## src/rtl/rv_mc_controller.sv

```systemverilog
// rv_mc_controller
// Multicycle RV32I control FSM for a shared-ALU datapath. It sequences
// fetch / decode / execute / memory / writeback for each instruction and
// drives every datapath enable and mux select, plus the ALU operation code.
//
// Ports
//   clk        in   rising-edge clock
//   reset      in   asynchronous, active-high; forces FETCH, clears illegal
//   op         in   [6:0] instr[6:0]
//   funct3     in   [2:0] instr[14:12]
//   funct7b5   in   instr[30]
//   zero       in   ALU result == 0
//   mem_ready  in   memory accepted the access / read data valid
//   pcwrite    out  PC load enable
//   adrsrc     out  memory address: 0 = PC, 1 = Result
//   memwrite   out  memory write request
//   irwrite    out  IR/OldPC load enable
//   regwrite   out  register file write enable
//   resultsrc  out  [1:0] 00 ALUOut, 01 Data, 10 ALUResult, 11 ImmExt
//   alusrca    out  [1:0] 00 PC, 01 OldPC, 10 rs1
//   alusrcb    out  [1:0] 00 rs2, 01 ImmExt, 10 constant 4
//   immsrc     out  [2:0] 000 I, 001 S, 010 B, 011 J, 100 U
//   alucontrol out  [3:0] ALU operation (see localparams below)
//   illegal    out  sticky flag: an unsupported instruction was decoded
module rv_mc_controller (
   input  logic       clk,
   input  logic       reset,
   input  logic [6:0] op,
   input  logic [2:0] funct3,
   input  logic       funct7b5,
   input  logic       zero,
   input  logic       mem_ready,
   output logic       pcwrite,
   output logic       adrsrc,
   output logic       memwrite,
   output logic       irwrite,
   output logic       regwrite,
   output logic [1:0] resultsrc,
   output logic [1:0] alusrca,
   output logic [1:0] alusrcb,
   output logic [2:0] immsrc,
   output logic [3:0] alucontrol,
   output logic       illegal
);

   localparam logic [3:0] ALU_ADD  = 4'b0000;
   localparam logic [3:0] ALU_SUB  = 4'b0001;
   localparam logic [3:0] ALU_AND  = 4'b0010;
   localparam logic [3:0] ALU_OR   = 4'b0011;
   localparam logic [3:0] ALU_XOR  = 4'b0100;
   localparam logic [3:0] ALU_SLT  = 4'b0101;
   localparam logic [3:0] ALU_SLTU = 4'b0110;
   localparam logic [3:0] ALU_SLL  = 4'b0111;
   localparam logic [3:0] ALU_SRL  = 4'b1000;
   localparam logic [3:0] ALU_SRA  = 4'b1001;

   localparam logic [6:0] OP_LOAD   = 7'b0000011;
   localparam logic [6:0] OP_STORE  = 7'b0100011;
   localparam logic [6:0] OP_R      = 7'b0110011;
   localparam logic [6:0] OP_I      = 7'b0010011;
   localparam logic [6:0] OP_BRANCH = 7'b1100011;
   localparam logic [6:0] OP_JAL    = 7'b1101111;
   localparam logic [6:0] OP_JALR   = 7'b1100111;
   localparam logic [6:0] OP_LUI    = 7'b0110111;
   localparam logic [6:0] OP_AUIPC  = 7'b0010111;

   typedef enum logic [3:0] {
      FETCH, DECODE, MEMADR, MEMREAD, MEMWB, MEMWRITE, EXECR, EXECI,
      ALUWB, BRANCH, JAL, JALR, LINK, LUI, TRAP
   } state_t;

   state_t state, state_next;

   // ALU op for register and immediate arithmetic; SUB exists only for
   // R-type, while the shift-right arithmetic bit applies to both forms.
   function automatic logic [3:0] alu_decode(input logic [2:0] f3,
                                             input logic       f7b5,
                                             input logic       is_r);
      unique case (f3)
         3'b000:  alu_decode = (is_r && f7b5) ? ALU_SUB : ALU_ADD;
         3'b001:  alu_decode = ALU_SLL;
         3'b010:  alu_decode = ALU_SLT;
         3'b011:  alu_decode = ALU_SLTU;
         3'b100:  alu_decode = ALU_XOR;
         3'b101:  alu_decode = f7b5 ? ALU_SRA : ALU_SRL;
         3'b110:  alu_decode = ALU_OR;
         default: alu_decode = ALU_AND;
      endcase
   endfunction

   // NOTE: sequential state uses non-blocking assignments so every flop
   // samples the pre-edge value of every other flop.
   always_ff @(posedge clk or posedge reset) begin
      if (reset) state <= FETCH;
      else       state <= state_next;
   end

   always_ff @(posedge clk or posedge reset) begin
      if (reset)                   illegal <= 1'b0;
      else if (state_next == TRAP) illegal <= 1'b1;
   end

   always_comb begin
      // NOTE: every output is given a default before the case statement so
      // no path through this block can leave a signal unassigned (latch).
      state_next = state;
      pcwrite    = 1'b0;
      adrsrc     = 1'b0;
      memwrite   = 1'b0;
      irwrite    = 1'b0;
      regwrite   = 1'b0;
      resultsrc  = 2'b00;
      alusrca    = 2'b00;
      alusrcb    = 2'b00;
      alucontrol = ALU_ADD;

      unique case (op)
         OP_LOAD, OP_I, OP_JALR: immsrc = 3'b000;
         OP_STORE:               immsrc = 3'b001;
         OP_BRANCH:              immsrc = 3'b010;
         OP_JAL:                 immsrc = 3'b011;
         OP_LUI, OP_AUIPC:       immsrc = 3'b100;
         default:                immsrc = 3'b000;
      endcase

      unique case (state)
         FETCH: begin
            alusrcb   = 2'b10;
            resultsrc = 2'b10;
            irwrite   = mem_ready;
            pcwrite   = mem_ready;
            if (mem_ready) state_next = DECODE;
         end
         DECODE: begin
            // OldPC + imm is parked in ALUOut as the branch target.
            alusrca = 2'b01;
            alusrcb = 2'b01;
            unique case (op)
               OP_LOAD, OP_STORE: state_next = MEMADR;
               OP_R:              state_next = EXECR;
               OP_I:              state_next = EXECI;
               OP_BRANCH:         state_next = BRANCH;
               OP_JAL:            state_next = JAL;
               OP_JALR:           state_next = JALR;
               OP_LUI:            state_next = LUI;
               OP_AUIPC:          state_next = ALUWB;
               default:           state_next = TRAP;
            endcase
         end
         MEMADR: begin
            alusrca    = 2'b10;
            alusrcb    = 2'b01;
            state_next = (op == OP_STORE) ? MEMWRITE : MEMREAD;
         end
         MEMREAD: begin
            adrsrc = 1'b1;
            if (mem_ready) state_next = MEMWB;
         end
         MEMWB: begin
            resultsrc  = 2'b01;
            regwrite   = 1'b1;
            state_next = FETCH;
         end
         MEMWRITE: begin
            adrsrc   = 1'b1;
            memwrite = 1'b1;
            if (mem_ready) state_next = FETCH;
         end
         EXECR: begin
            alusrca    = 2'b10;
            alucontrol = alu_decode(funct3, funct7b5, 1'b1);
            state_next = ALUWB;
         end
         EXECI: begin
            alusrca    = 2'b10;
            alusrcb    = 2'b01;
            alucontrol = alu_decode(funct3, funct7b5, 1'b0);
            state_next = ALUWB;
         end
         ALUWB: begin
            regwrite   = 1'b1;
            state_next = FETCH;
         end
         BRANCH: begin
            // SLT/SLTU leave zero set when the "less than" test is false.
            alusrca    = 2'b10;
            state_next = FETCH;
            unique case (funct3)
               3'b000: begin alucontrol = ALU_SUB;  pcwrite = zero;  end
               3'b001: begin alucontrol = ALU_SUB;  pcwrite = !zero; end
               3'b100: begin alucontrol = ALU_SLT;  pcwrite = !zero; end
               3'b101: begin alucontrol = ALU_SLT;  pcwrite = zero;  end
               3'b110: begin alucontrol = ALU_SLTU; pcwrite = !zero; end
               3'b111: begin alucontrol = ALU_SLTU; pcwrite = zero;  end
               default: state_next = TRAP;
            endcase
         end
         JAL: begin
            pcwrite    = 1'b1;
            alusrca    = 2'b01;
            alusrcb    = 2'b10;
            state_next = ALUWB;
         end
         JALR: begin
            alusrca    = 2'b10;
            alusrcb    = 2'b01;
            resultsrc  = 2'b10;
            pcwrite    = 1'b1;
            state_next = LINK;
         end
         LINK: begin
            alusrca    = 2'b01;
            alusrcb    = 2'b10;
            state_next = ALUWB;
         end
         LUI: begin
            resultsrc  = 2'b11;
            regwrite   = 1'b1;
            state_next = FETCH;
         end
         TRAP:    state_next = TRAP;
         default: state_next = FETCH;
      endcase

      // Write enables must not reach the datapath while reset is held, even
      // though the state register is already forced to FETCH.
      if (reset) begin
         pcwrite  = 1'b0;
         memwrite = 1'b0;
         irwrite  = 1'b0;
         regwrite = 1'b0;
      end
   end

endmodule

```

## config.mk

```make
export PLATFORM = sky130hd
export DESIGN_NAME = rv_mc_controller
export DESIGN_NICKNAME = d
export VERILOG_FILES = /design/src/rtl/rv_mc_controller.sv
export SDC_FILE = /design/constraint.sdc
export NUM_CORES = 1
export LEC_CHECK = 0
export CORE_ASPECT_RATIO = 1.25
export CORE_MARGIN = 3
export CORE_UTILIZATION = 34
export CTS_BUF_LIST = sky130_fd_sc_hd__clkbuf_4 sky130_fd_sc_hd__clkbuf_8
export DETAILED_ROUTE_END_ITERATION = 10
export PLACE_DENSITY_LB_ADDON = 0.2
export SLEW_MARGIN = 20
export SYNTH_ARGS = -nofsm -noshare
export SYNTH_HDL_FRONTEND = slang
export SYNTH_SLANG_ARGS = --single-unit
export TNS_END_PERCENT = 5
```

## constraint.sdc

```tcl
create_clock -name clk -period 1.75 [get_ports clk]
set_clock_uncertainty 0.05 [all_clocks]
set_input_delay 0.2625 -clock clk [delete_from_list [all_inputs] [get_ports clk]]
set_output_delay 0.2625 -clock clk [all_outputs]
set_load 0.01 [all_outputs]
```

==> results of run 1 <==
flip-flops by register name (all words and copies together) (netlist names):
register and count:
state 4, illegal 1
per-stage QoR:
stage                     instance area (µm²)  setup TNS [ns]
after floorplan                           843               0
after global placement                   1470           -4.54
after detailed placement                 1470           -5.02
after CTS                                1560          -0.189
after global routing                     1610           -1.29
final                                    1610          -0.262
layout by cell type (no fill, tap or decap), types with 3 or more instances in the layout:
master / instances
nor3_1: 5
nand3b_1: 3
dlygate4sd2_1: 5
nor3b_2: 3
nand3_1: 3
nor2_1: 5
buf_6: 8
xor2_1: 4
buf_2: 14
o21ai_1: 10
o21ai_0: 4
a21oi_1: 11
dfrtp_2: 3
clkdlybuf4s50_1: 10
nand2_1: 10
buf_4: 35
inv_1: 6
clkbuf_4: 4
final cells by class:
class	count	area, µm²
clock buffers	4	30.0
fillers	197	668
inverters	6	22.5
multi-input cells	105	774
flip-flops and latches	5	129
well taps	31	38.8
repair buffers	77	619
how the worst max path moves through the flow:
stage                   start             to  depth (start not counted)
floorplan            state[3]        pcwrite                          4
global placement    funct3[0]        pcwrite                          7
detailed placement  funct3[0]        pcwrite                          7
CTS                  state[2]  alucontrol[2]                          7
global route         state[2]  alucontrol[2]                          7
finish               state[2]     alusrcb[0]                          5
layer usage:
layer  track usage, %  vias to the layer above  wire [µm]  share of wire [%]
met5                0                        -          0                  0
met4             4.23                        0          9               0.29
met3             3.63                        2        134                4.4
met2             44.2                       35       1740                 57
met1             21.2                      558       1190                 39
li1                 -                      611          -                  -
logic make-up after synthesis:
family,share of synthesized area (%)
xor+xnor,5.19
simple gates,39.9
compound gates,31.2
buf+inv,6.53
flops,14.8
mux,2.37
power by group:
| part | leakage (nW) | switching, mW | total [mW] | internal [mW] |
|---|---|---|---|---|
| clock | 0.0184 | 0.0496 | 0.151 | 0.102 |
| sequential | 0.0597 | 0.0932 | 0.262 | 0.169 |
| combinational | 0.654 | 0.718 | 1.54 | 0.819 |
| total | 0.732 | 0.860 | 1.95 | 1.09 |
worst reg2reg max path, stage by stage (launching register included):
cell,delay [ns]
dfrtp_1,0.42
buf_6,0.17
nor4b_4,0.29
buf_4,0.17
nand2_1,0.06
o32a_1,0.17
nand4_1,0.12
a31o_1,0.17
timing repair:
action / in CTS / in global routing
endpoints found under the setup margin: 19 / 19
gates resized for setup: 95 / 18
buffers inserted: 7 / 0
pin swaps: 7 / 0
endpoints found under the hold margin: 0 / 0
==> key figures, run 1 <==
Layout
  – Layout cells sized above 1: 47.7%
  – Finished Layout Cells: about 230
  – # nets final: roughly 210
  – Post-layout util: a little over two thirds
  – Area grow syn2layout: 91.4%
  – Diodes inserted: 0

Yosys
  – Register bit count reported by yosys: 5
  – Cell with the most instances after synthesis: a21oi_1
  – Seq/Total Area, Yosys: approximately 15%
  – Post-synth EDFFs: 0
  – Top cell type by total area after synthesis: dfrtp_1
  – Commonest cells post-synth: 13 x a21oi_1, 11 x nand2_1, 9 x nor2_1, 8 x o21ai_1, 7 x nor3_1
  – Post-synth ARST share: 100%
  – Syn Area/Cell: ~7 µm²
  – Synth area leaders: dfrtp_1 15%, a21oi_1 7.7%, nand2_1 4.9%
  – Synth top area share: ~15%
  – Cells after Synth: 123
  – Syn. warnings: 0
  – Synth Cell Area: about 840 µm²
  – Most used DFF post-synth: dfrtp_1
  – Syn_nets: approximately 140
  – Yosys cell types: between 40 and 50

Power and ir drop
  – Pleak: 0.732 nW
  – Total power: 1.95 mW
  – PwrDens: about 1200 nW/µm²
  – Max VDD drop: 0.000794 V

Critical path
  – CP Class: reg2out
  – Reg2Reg Setup Slack: around 0.06 ns
  – WP data arrival: 1.50 ns
  – WP data required: ~1.4 ns
  – CP Launch Type: flop
  – CP max FO: 7
  – CP cell instances: buf_6 -> buf_4 -> nand2b_1 -> o21ai_1 -> buf_2
  – Worst R2R Start: state[1]
  – Reg2reg end: illegal
  – Delay-heaviest family, CP: buffers and inverters
  – CP Capture Type: primary output
  – Critical-path cell with the highest stage delay: dfrtp_2
  – CP max stage delay: between 0.4 and 0.5 ns
  – Buf+Inv Stages, Crit Path: 3
  – Worst-case reg-to-reg path depth: 7

Global route
  – GRT Util Overall: a little over a fifth
  – Grt ovf: 0
  – Largest net degree at the start of global routing: 12
  – Initial antenna violation count: 0
  – First-pass GRT wire length: about 5000 µm
  – Vias in the first global route: between 1000 and 1500

Timing
  – Min Hold Slack: ~0.45 ns
  – Post-route setup slack: -0.0660 ns
  – Final min period: ~1.8 ns
  – Final Hold Viols: 0
  – Relative slew slack: 81.4%
  – Final Cycle Share: 104%
  – RSZ-0062 raised after global routing: yes
  – Transition time of the tightest slew-check pin: 0.277 ns
  – Setup Viol. Count Final: 5
  – Max-slew violations: 0
  – FMAX: 0.551 GHz

Drt
  – Initial DRC Count: 28
  – Final ANT Viol Nets: 0
  – WL per Instance: around 13 µm
  – Vias: about 1200
  – Final WL: 3080 µm
  – 1st-pass router iterations: 4
  – Vias/cell: between 5 and 6
  – # DRC: 0

CTS
  – Clk pin slew, worst setup/hold paths: about 0.040 ns
  – Post-CTS Hold Buffers: 0
  – CTS tree: done
  – H-tree depth: 1
  – Worst-case clock buffer depth: 2
  – CTS buffer count: 3
  – # clock sinks: 5
  – Root buffer cell: clkbuf_4
  – Skew-Pair Late Insertion Delay: roughly 0.24 ns

Worst hold path
  – Worst Hold End: illegal
  – Worst Hold Depth: 1
  – Hold path startpoint: illegal
  – Hold Crit Class: reg2reg

Run status
  – Status: complete, but fails checks
  – Failing checks: negative setup slack

Floorplan
  – Io pins: 34
  – Core Area: between 2000 and 2500 µm²
  – Die footprint: around 3100 µm²
  – Initial Util: 37.0%
  – Chip width: roughly 50 µm
  – Die extent in y: about 62 µm
  – Row count: 19

Placed design
  – Routability cong.: ~0.79
  – Detailed Place HPWL: 2260 µm
  – Post-Place Setup Slack: -0.550 ns
  – Dpl cells: around 220
  – IO buf count: 33

Run
  – Max Cap Violations: 0
No activity file was read; power rests on OpenSTA's default activity.
==> run 2: changes to the inputs <==
--- a/config.mk
+++ b/config.mk
@@ -10,6 +10,7 @@
 export CORE_UTILIZATION = 34
 export CTS_BUF_LIST = sky130_fd_sc_hd__clkbuf_4 sky130_fd_sc_hd__clkbuf_8
 export DETAILED_ROUTE_END_ITERATION = 10
+export MAX_ROUTING_LAYER = met4
 export PLACE_DENSITY_LB_ADDON = 0.2
 export SLEW_MARGIN = 20
 export SYNTH_ARGS = -nofsm -noshare
==> run 2 against run 1 <==
The run still ends with negative setup slack left. Global-route usage up 0.66 points. Cell count stayed put. First-iteration DRC count up 39%. Fmax hardly changed. Flip-flop and latch count did not move. Core utilization did not move. Total power barely moved. Setup slack hardly changed. Largest power group unchanged.
==> key figures, run 2 (synthesis gave the netlist of run 1 again) <==
Timing
  – Setup Viol. Count Final: 5
  – RSZ-0062 raised after global routing: yes
  – Setup_tns: -0.266 ns
  – Final Cycle Share: 104%
  – Max-slew violations: 0
  – Post-route setup slack: -0.0659 ns
  – Final Hold Viols: 0
  – Transition time of the tightest slew-check pin: approximately 0.27 ns
  – Final min period: ~1.8 ns
  – FMAX: 0.551 GHz
  – Relative slew slack: between 80% and 90%

Run
  – Max Cap Violations: 0

Floorplan
  – Core Area: about 2300 µm²
  – Die extent in y: 61.7 µm
  – Die footprint: 3120 µm²
  – Io pins: 34
  – Initial Util: between 30% and 40%
  – Row count: 19
  – Chip width: a little over 50 µm

Global route
  – Largest net degree at the start of global routing: 12
  – First-pass GRT wire length: roughly 5000 µm
  – Vias in the first global route: approximately 1200
  – GRT Util Overall: a little over a fifth
  – Grt ovf: 0
  – Initial antenna violation count: 0

Power and ir drop
  – PwrDens: approximately 1200 nW/µm²
  – Max VDD drop: between 0.0007 and 0.0008 V
  – Pleak: between 0.7 and 0.8 nW

Drt
  – Vias: between 1000 and 1500
  – Final ANT Viol Nets: 0
  – Initial DRC Count: 39
  – WL per Instance: around 14 µm
  – Final WL: between 3000 and 4000 µm
  – 1st-pass router iterations: 4
  – # DRC: 0
  – Vias/cell: 5.28

CTS
  – Skew-Pair Late Insertion Delay: ~0.24 ns
  – CTS buffer count: 3
  – # clock sinks: 5
  – H-tree depth: 1
  – Root buffer cell: clkbuf_4
  – CTS tree: done
  – Worst-case clock buffer depth: 2
  – Clk pin slew, worst setup/hold paths: about 0.040 ns

Layout
  – Biggest regs: state: 4 flops, illegal: 1 flops
  – # nets final: 213
  – Max reg flops: 4
  – Layout fillers: a little under 200
  – Area grow syn2layout: 91.4%
  – Layout cells sized above 1: 47.7%
  – Largest reg by FF count: state
  – Commonest non-fill, non-tap cell in the layout: buf_4
  – Post-layout util: just over 70%
  – Most frequent cells in the layout: 35 x buf_4, 14 x buf_2, 11 x a21oi_1
  – Diodes inserted: 0

Critical path
  – CP Launch Type: flop
  – WP data arrival: around 1.5 ns
  – WP data required: 1.44 ns
  – CP max FO: 7
  – CP Capture Type: primary output
  – CP Class: reg2out
  – Reg2Reg Setup Slack: around 0.060 ns

Placed design
  – Detailed Place HPWL: ~2300 µm
  – Routability cong.: 0.796
  – Post-Place Setup Slack: -0.550 ns
  – IO buf count: 33

Run status
  – Failing checks: negative setup slack
  – Status: complete, but fails checks

Worst hold path
  – Hold Crit Class: reg2reg
-- run 2: per-stage QoR --
stage / total power [mW] / std cells / hold slack (ns) / area (µm²)
2_1_floorplan: 0.875 / 123 / -0.00898 / 843
3_3_place_gp: 1.58 / 217 / 0.400 / 1470
3_5_place_dp: 1.61 / 217 / 0.413 / 1470
4_1_cts: 1.86 / 228 / 0.422 / 1560
5_1_grt: 2.11 / 228 / 0.470 / 1610
6_report: 1.95 / 228 / 0.452 / 1610
-- run 2: timing repair --
item | in CTS | in global routing
resized for setup | 95 | 18
cloned | 0 | 0
hold buffers | 0 | 0
setup endpoints to repair | 19 | 19
pin swaps | 7 | 0
setup buffers | 7 | 0
hold endpoints to repair | 0 | 0
-- run 2: report_power, final --
| part | internal (mW) | total (mW) | switching, mW |
|---|---|---|---|
| registers | 0.169 | 0.262 | 0.0934 |
| clock network | 0.102 | 0.151 | 0.0494 |
| logic | 0.819 | 1.54 | 0.718 |
-- run 2: worst max-delay path, stage by stage, from the launching register on --
cell and delay (ns):
dfrtp_2 0.45, buf_6 0.17, buf_4 0.14, nand2b_1 0.15
o21ai_1 0.17, buf_2 0.18
-- run 2: area by class of cell --
cell class,count,area (µm²),area share [%]
sequential,5,129,7.98
clock buffer,4,30.0,1.86
tap,31,38.8,2.40
timing repair buffer,77,619,38.4
multi-input combinational,105,774,48.0
inverter,6,22.5,1.40
-- run 2: worst paths after layout --
check / from / to / cells past startpoint
max: state[2] / alusrcb[0] / 5
min: illegal / illegal / 1
max reg2reg: state[1] / illegal / 7
min reg2reg: illegal / illegal / 1
max in group asynchronous: reset / state[3] / 3
min in group asynchronous: reset / illegal / 3
-- run 2: per-layer routing --
metal / wire length [µm] / track usage (%)
met5: 0 / -
met4: 9 / 4.23
met2: 1740 / 44.2
met3: 140 / 3.63
met1: 1190 / 21.2
